--- config.mk ---
export PLATFORM = sky130hd
export DESIGN_NAME = fetch_unit
export DESIGN_NICKNAME = d
export VERILOG_FILES = /design/src/rtl/lapido_pkg.sv /design/src/rtl/fetch_unit.sv
export SDC_FILE = /design/constraint.sdc
export NUM_CORES = 1
export LEC_CHECK = 0
export CORE_MARGIN = 4
export CORE_UTILIZATION = 43
export CTS_CLUSTER_DIAMETER = 100
export DETAILED_ROUTE_END_ITERATION = 12
export PLACE_DENSITY = 0.81
export SYNTH_ARGS = -nofsm -noshare
export SYNTH_HDL_FRONTEND = slang
export SYNTH_SLANG_ARGS = --single-unit
--- constraint.sdc ---
create_clock -name clock -period 4.77 [get_ports clock]
set_input_delay 0.954 -clock clock [delete_from_list [all_inputs] [get_ports clock]]
set_output_delay 0.954 -clock clock [all_outputs]
set_load 0.01 [all_outputs]
--- src/rtl/lapido_pkg.sv ---
// Lapido shared definitions: opcode classes, NOP word, fetch FSM states.
package lapido_pkg;

  localparam logic [2:0] OP_NOP   = 3'b000;
  localparam logic [2:0] OP_ALU   = 3'b001;
  localparam logic [2:0] OP_CONST = 3'b010;
  localparam logic [2:0] OP_MEM   = 3'b100;
  localparam logic [2:0] OP_CTRL  = 3'b101;

  localparam logic [31:0] NOP_WORD = 32'h0;

  typedef enum logic [1:0] {
    ST_IDLE,
    ST_REQ,
    ST_HOLD,
    ST_BWAIT
  } fetch_state_e;

endpackage

--- src/rtl/fetch_unit.sv ---
// Lapido instruction fetch: PC, imem handshake, control-transfer stall.
// Squash lets a redirect land without aborting an outstanding bus cycle.
module fetch_unit
  import lapido_pkg::*;
#(
  parameter int ADDR_WIDTH = 16,
  parameter logic [ADDR_WIDTH-1:0] RESET_PC = '0
) (
  input  logic                  clock,
  input  logic                  reset,
  output logic                  imem_req,
  output logic [ADDR_WIDTH-1:0] imem_addr,
  input  logic                  imem_ack,
  input  logic [31:0]           imem_data,
  input  logic                  stall,
  input  logic                  redirect,
  input  logic [ADDR_WIDTH-1:0] redirect_pc,
  input  logic                  branch_done,
  output logic [31:0]           instruction,
  output logic                  instr_valid,
  output logic [ADDR_WIDTH-1:0] pc,
  output logic [ADDR_WIDTH-1:0] pc_next
);

  localparam logic [ADDR_WIDTH-1:0] ONE = 1;

  fetch_state_e          state_q, state_d;
  logic [ADDR_WIDTH-1:0] pc_q, pc_d;
  logic [ADDR_WIDTH-1:0] pcn_q;
  logic [ADDR_WIDTH-1:0] addr_q, addr_d;
  logic [ADDR_WIDTH-1:0] tgt_q, tgt_d;
  logic [31:0]           instr_q, instr_d;
  logic                  valid_q, valid_d;
  logic                  req_q, req_d;
  logic                  squash_q, squash_d;

  always_comb begin
    state_d  = state_q;
    pc_d     = pc_q;
    addr_d   = addr_q;
    tgt_d    = tgt_q;
    instr_d  = instr_q;
    valid_d  = valid_q;
    req_d    = req_q;
    squash_d = squash_q;
    unique case (state_q)
      ST_IDLE: begin
        state_d = ST_REQ;
        req_d   = 1'b1;
        addr_d  = pc_q;
      end
      ST_REQ: begin
        if (imem_ack) begin
          if (redirect) begin
            pc_d     = redirect_pc;
            addr_d   = redirect_pc;
            squash_d = 1'b0;
          end else if (squash_q) begin
            pc_d     = tgt_q;
            addr_d   = tgt_q;
            squash_d = 1'b0;
          end else begin
            instr_d = imem_data;
            valid_d = 1'b1;
            req_d   = 1'b0;
            state_d = ST_HOLD;
          end
        end else if (redirect) begin
          tgt_d    = redirect_pc;
          squash_d = 1'b1;
        end
      end
      ST_HOLD: begin
        if (redirect) begin
          valid_d = 1'b0;
          instr_d = NOP_WORD;
          pc_d    = redirect_pc;
          addr_d  = redirect_pc;
          req_d   = 1'b1;
          state_d = ST_REQ;
        end else if (!stall) begin
          valid_d = 1'b0;
          instr_d = NOP_WORD;
          if (instr_q[31:29] == OP_CTRL) begin
            state_d = ST_BWAIT;
          end else begin
            pc_d    = pc_q + ONE;
            addr_d  = pc_q + ONE;
            req_d   = 1'b1;
            state_d = ST_REQ;
          end
        end
      end
      ST_BWAIT: begin
        if (redirect) begin
          pc_d    = redirect_pc;
          addr_d  = redirect_pc;
          req_d   = 1'b1;
          state_d = ST_REQ;
        end else if (branch_done) begin
          pc_d    = pc_q + ONE;
          addr_d  = pc_q + ONE;
          req_d   = 1'b1;
          state_d = ST_REQ;
        end
      end
      default: state_d = ST_IDLE;
    endcase
  end

  always_ff @(posedge clock) begin
    if (reset) begin
      state_q  <= ST_IDLE;
      pc_q     <= RESET_PC;
      pcn_q    <= RESET_PC + ONE;
      addr_q   <= RESET_PC;
      tgt_q    <= RESET_PC;
      instr_q  <= NOP_WORD;
      valid_q  <= 1'b0;
      req_q    <= 1'b0;
      squash_q <= 1'b0;
    end else begin
      state_q  <= state_d;
      pc_q     <= pc_d;
      pcn_q    <= pc_d + ONE;
      addr_q   <= addr_d;
      tgt_q    <= tgt_d;
      instr_q  <= instr_d;
      valid_q  <= valid_d;
      req_q    <= req_d;
      squash_q <= squash_d;
    end
  end

  assign imem_req    = req_q;
  assign imem_addr   = addr_q;
  assign instruction = instr_q;
  assign instr_valid = valid_q;
  assign pc          = pc_q;
  assign pc_next     = pcn_q;

endmodule

==> flow_summary.toml, run 1 <==
[route]
post-route-drc-count = 0
drt_iter0_drc = 740
routed_via_density = 6.02
antenna_left = 0
route.vias.total = 6355
wl_per_cell_um = 19.1
routed_wl_um = 20100
dr.pass1.iters = 5

[setup_path]
startpoint_type = "input port"
worstSetupEndpointType = "flip-flop"
worstSetupPathType = "in2reg"
cp.required_ns = 5.01
cp.arrival_ns = 4.31
crit_fanout = 8

[placed_design]
io_buffers = 135
place.gp.congestion = 0.982
dp_hpwl_um = 14700
numPlacedInstances = 1040

[run_status]
status = "finished clean"

[cells_and_area]
antenna_cells = 0
final_nets = 932
fin_cells = 1056
utilization_pct = 56.4
fillers = 1272
layout-drive-gt1-share_pct = 8.68
area_delta_synth_final_pct = 28.7

[power]
intPower_mw = 1.73
comb_power_share_pct = 30.6
p_clk_share_pct = 31.2
p_per_area_nw_per_um2 = 331
peakVddDrop_uv = 289
power_mw = 2.58
power_leakage_nw = 2.72
pwr-share-seq_pct = 38.2
p_switching_mw = 0.850
switching_share_pct = 32.9

[clock_tree]
postCtsSetupBuffers = 0
cts_max_level = 3
cts_resized = 0
cts_tree = "done"
cts-root-buf = "clkbuf_16"
insertion_delay_ns = 0.36
hold_buffers = 0
numCtsBuffers = 9
path_clk_slew_ns = 0.07
clock-sinks = 101
clock_path_buffers = 2

[grt]
track_usage_pct = 24.7
grt_pass1_vias = 5990
antenna_found_initial = 0
grt_pass1_wl_um = 31900
grt_start_max_net_pins = 101
grt-ovfl-total = 0

[logic_synthesis]
synth_ff_type = "dfxtp_1"
ys_seq_area_share_pct = 33.4
yosysMostFrequentCell = "dfxtp_1"
ys_warn_count = 0
synth.largest_area_cell = "dfxtp_1"
synth-seq-cells = 101
netlist_instances = 772
synth_edf_count = 0
synth_fp_nets = 833
synth.top_cell.area_share_pct = 33.4
synthTopCellsByCount = "dfxtp_1 (101), nor2_1 (92), a21oi_1 (83), nand2_1 (72), o21ai_0 (43)"
async_reset_ff_share_pct = 0
synth_area_leaders = "dfxtp_1 (33%), a21oi_1 (6.9%), nor2_1 (5.7%)"
avgSynthCellArea_um2 = 7.85
ys_types = 85
synthesis.area_um2 = 6060

[timing]
grt_setup_unrepaired = "false"
drv_slew = 0
fin_crit_sh_pct = 85.4
worst_pin_slew_ns = 1.03
fmax_mhz = 245
setup_tns_ns = 0
hold_violations = 0
fin_skew_ns = 0.00635
relSlewSlack_pct = 31.0
period_needed_ns = 4.07
setup_violations = 0
holdWs_ns = 0.474

[die]
die_area_um2 = 16100
ios = 136
fp.dieW_um = 127
initial_utilization_pct = 43.8
row_count = 43
coreArea_um2 = 13800
die_y_um = 127

[job]
cap_violations = 0

[min_path]
min_path_type = "reg2reg"
through the flow:
step / area, um2 / setup slack (ns)
after floorplan: 6060 / 1.44
after global placement: 7470 / 0.573
after detailed placement: 7470 / 0.380
after CTS: 7800 / 0.759
after global routing: 7800 / 0.394
final: 7800 / 0.696
worst max-delay path, stage by stage:
cell             delay (ns)
clkdlybuf4s50_1        0.67
o21ai_4                0.38
a21oi_1                0.12
nor4b_2                0.34
or2_2                  0.19
ha_1                   0.16
inv_1                  0.05
a31oi_1                0.32
nor2b_1                0.27
nand2b_1               0.14
nor4_1                 0.35
mux2_1                 0.37
kinds of logic (layout without fill, tap and decap cells):
group                    count (synthesis)  after routing  share of synthesized area (%)
adder cells (fa/ha/maj)                  7              7                           1.45
buffers and inverters                   86            190                           6.83
multiplexers                            10             10                           1.75
XOR/XNOR                                14             14                           2.02
AO/OA/AOI/OAI                          244            244                           27.2
flip-flops                             101            101                           33.4
AND/OR/NAND/NOR                        310            310                           27.4
area by class of cell:
class | count | area [um2] | share of cell area [%]
Clock buffer | 9 | 225 | 2.89
Clock inverter | 7 | 103 | 1.32
Inverter | 17 | 63.8 | 0.818
Multi-Input combinational cell | 585 | 3640 | 46.6
Sequential cell | 101 | 2020 | 25.9
Tap cell | 180 | 225 | 2.89
Timing Repair Buffer | 157 | 1530 | 19.6
power groups by stage:
stage	clock (mW)	sequential [mW]	combinational (mW)
floorplan	0	1.02	0.436
global placement	0	1.00	0.775
detailed placement	0	1.00	0.780
CTS	0.829	0.985	0.785
global route	0.859	0.995	0.857
finish	0.806	0.986	0.792
placed cells by master, fill, tap and decap left out, types with 4 or more instances in the layout:
| cell type | synthesis | final |
|---|---|---|
| o21a_1 | 11 | 11 |
| and4_1 | 4 | 4 |
| clkdlybuf4s50_1 | 0 | 134 |
| a221oi_1 | 4 | 4 |
| and3_1 | 7 | 7 |
| a31oi_1 | 10 | 10 |
| nor3_1 | 16 | 16 |
| a21oi_1 | 83 | 82 |
| nor2_1 | 92 | 92 |
| xnor2_1 | 9 | 9 |
| inv_1 | 14 | 14 |
| a211oi_1 | 22 | 22 |
| nor2b_1 | 12 | 12 |
| dfxtp_1 | 101 | 101 |
| o311ai_0 | 4 | 4 |
| nand4_1 | 8 | 8 |
| and2_1 | 4 | 4 |
| o31a_1 | 4 | 4 |
| nand2_1 | 72 | 72 |
| nand3_1 | 15 | 14 |
| o31ai_1 | 4 | 4 |
| ha_1 | 7 | 6 |
| or2_2 | 4 | 4 |
| nand2b_1 | 10 | 10 |
| mux2i_1 | 5 | 5 |
| o21ai_0 | 43 | 43 |
| a22oi_1 | 8 | 8 |
| xor2_1 | 5 | 5 |
| nor4_1 | 7 | 7 |
| nor3b_1 | 34 | 34 |
| buf_4 | 5 | 22 |
| clkbuf_16 | 0 | 9 |
| o211ai_1 | 4 | 4 |
| a311oi_1 | 4 | 4 |
| mux2_2 | 4 | 4 |
flip-flops by register name, summed over array words and instances (netlist names):
signal	count
pc	16
imem_addr	16
state_q	2
squash_q	1
pc_next	16
instr_valid	1
imem_req	1
instruction	32
tgt_q	16
worst paths after layout:
kind | start | slack [ns] | end | depth (start not counted)
max reg2reg | state_q[0]$_SDFFE_PP0P_ | 0.98 | pc_next[14]$_SDFF_PP0_ | 14
min reg2reg | tgt_q[7]$_SDFFE_PP0P_ | 0.47 | tgt_q[7]$_SDFFE_PP0P_ | 2
max | stall | 0.70 | pc_next[14]$_SDFF_PP0_ | 12
min | tgt_q[7]$_SDFFE_PP0P_ | 0.47 | tgt_q[7]$_SDFFE_PP0P_ | 2
layer usage:
metal  routed length [um]  track usage [%]
met3                 2120             8.21
met1                 7980             30.3
met5                    0                0
met2                 8880             37.9
met4                 1170             14.3
(Power assumes the default switching activity.)
==> run 2, diff against run 1 <==
--- a/config.mk
+++ b/config.mk
@@ -9,7 +9,8 @@
 export CORE_UTILIZATION = 43
 export CTS_CLUSTER_DIAMETER = 100
 export DETAILED_ROUTE_END_ITERATION = 12
-export PLACE_DENSITY = 0.81
+export GPL_ROUTABILITY_DRIVEN = 0
+export PLACE_DENSITY = 0.7
 export SYNTH_ARGS = -nofsm -noshare
 export SYNTH_HDL_FRONTEND = slang
 export SYNTH_SLANG_ARGS = --single-unit
==> flow_summary.toml, run 2 (synthesis results as in run 1) <==
[grt]
grt_start_max_net_pins = 67
grt_pass1_wl_um = 32400
grt_pass1_vias = 6174
grt-ovfl-total = 0
track_usage_pct = 25.1
antenna_found_initial = 0

[clock_tree]
numCtsBuffers = 9
postCtsSetupBuffers = 0
path_clk_slew_ns = 0.06
cts_max_level = 3
cts_tree = "done"
cts_resized = 0
hold_buffers = 0
cts-root-buf = "clkbuf_16"
clock-sinks = 101
insertion_delay_ns = 0.35
clock_path_buffers = 2

[timing]
drv_slew = 0
fmax_mhz = 246
fin_crit_sh_pct = 85.1
setup_violations = 0
fin_skew_ns = 0.00751
hold_violations = 0
setup_tns_ns = 0
relSlewSlack_pct = 27.1
fin_ws_ns = 0.711
grt_setup_unrepaired = "false"
holdWs_ns = 0.479
worst_pin_slew_ns = 1.09
period_needed_ns = 4.06

[route]
route.vias.total = 6516
routed_via_density = 6.18
dr_wl_met2_um = 9240
post-route-drc-count = 0
antenna_left = 0
routed_wl_um = 20600
topRoutingLayerUsed = "met4"
wl_met3_um = 2450
wl_met1_um = 7780
wl_per_cell_um = 19.5
drt_iter0_drc = 926
dr.pass1.iters = 6

[cells_and_area]
fillers = 1250
layout-drive-gt1-share_pct = 8.12
fin_area_um2 = 7740
final_common_cell = "clkdlybuf4s50_1"
regArea_um2 = 2020
multi_input_area_um2 = 3640
largest_reg_flops = 32
final_nets = 930
final_cell_mix = "clkdlybuf4s50_1 (134), dfxtp_1 (101), nor2_1 (92)"
utilization_pct = 56.0
area_delta_synth_final_pct = 27.7
antenna_cells = 0

[setup_path]
startpoint_type = "input port"
worstSetupEndpointType = "flip-flop"
crit_fanout = 17
r2r_cells = 13
cp.required_ns = 5.01
worstSetupPathType = "in2reg"
cp.arrival_ns = 4.29

[placed_design]
io_buffers = 135
postPlaceCellArea_um2 = 7440
place_ws_ns = 0.452
dp_hpwl_um = 14800

[die]
die_area_um2 = 16100
coreArea_um2 = 13800
fp.dieW_um = 127
ios = 136
row_count = 43
die_y_um = 127
initial_utilization_pct = 43.8

[run_status]
status = "finished clean"

[power]
power_leakage_nw = 2.68
p_per_area_nw_per_um2 = 324
peakVddDrop_uv = 250

[job]
cap_violations = 0

[min_path]
min_path_type = "reg2reg"
whs_path_depth = 2
[run 2: changes by cell type in the layout (fill, tap and decap cells not counted)]
cell | before | now
clkbuf_8 | 0 | 1
buf_4 | 22 | 20
buf_12 | 1 | 0
buf_2 | 0 | 1
inv_8 | 1 | 0
clkbuf_1 | 0 | 3
inv_6 | 3 | 1
bufinv_16 | 2 | 1
[run 2: worst paths after layout]
kind / end / startpoint / slack (ns)
setup / recovery: pc_next[14]$_SDFF_PP0_ / redirect / 0.71
hold / removal: tgt_q[12]$_SDFFE_PP0P_ / tgt_q[12]$_SDFFE_PP0P_ / 0.48
setup reg to reg: pc_next[14]$_SDFF_PP0_ / state_q[1]$_SDFFE_PP0P_ / 0.88
hold reg to reg: tgt_q[12]$_SDFFE_PP0P_ / tgt_q[12]$_SDFFE_PP0P_ / 0.48
[run 2: cell type report]
cell class | count | area share, %
Clock buffer | 13 | 3.23
Clock inverter | 3 | 0.566
Inverter | 17 | 0.825
Multi-Input combinational cell | 585 | 47.0
Sequential cell | 101 | 26.1
Tap cell | 180 | 2.91
Timing Repair Buffer | 155 | 19.3
[run 2: power breakdown]
group          switching (mW)  internal (mW)  total [mW]
Sequential             0.0637          0.924       0.987
Clock                   0.317          0.423       0.740
Combinational           0.447          0.335       0.782
Total                   0.827           1.68        2.51
[run 2: metal layers]
layer	GRT usage (%)	up-vias
met4	13.3	0
met2	39.7	445
met1	30.3	2986
met5	0	-
met3	8.38	98
li1	-	2987
[run 2: critical path: stages]
cell and delay (ns):
clkdlybuf4s50_1 0.87, mux2_2 0.27, nand2_1 0.06, nor3_1 0.22
a221o_1 0.16, or2_2 0.13, ha_1 0.16, inv_1 0.04
a31oi_1 0.33, nor2b_1 0.30, nand2b_1 0.13, nor4_1 0.31
mux2_1 0.36
[run 2: through the flow]
stage	total power [mW]	cells
finish	2.51	1054
global route	2.63	1054
CTS	2.51	1054
detailed placement	1.77	1038
global placement	1.75	1038
floorplan	1.45	772
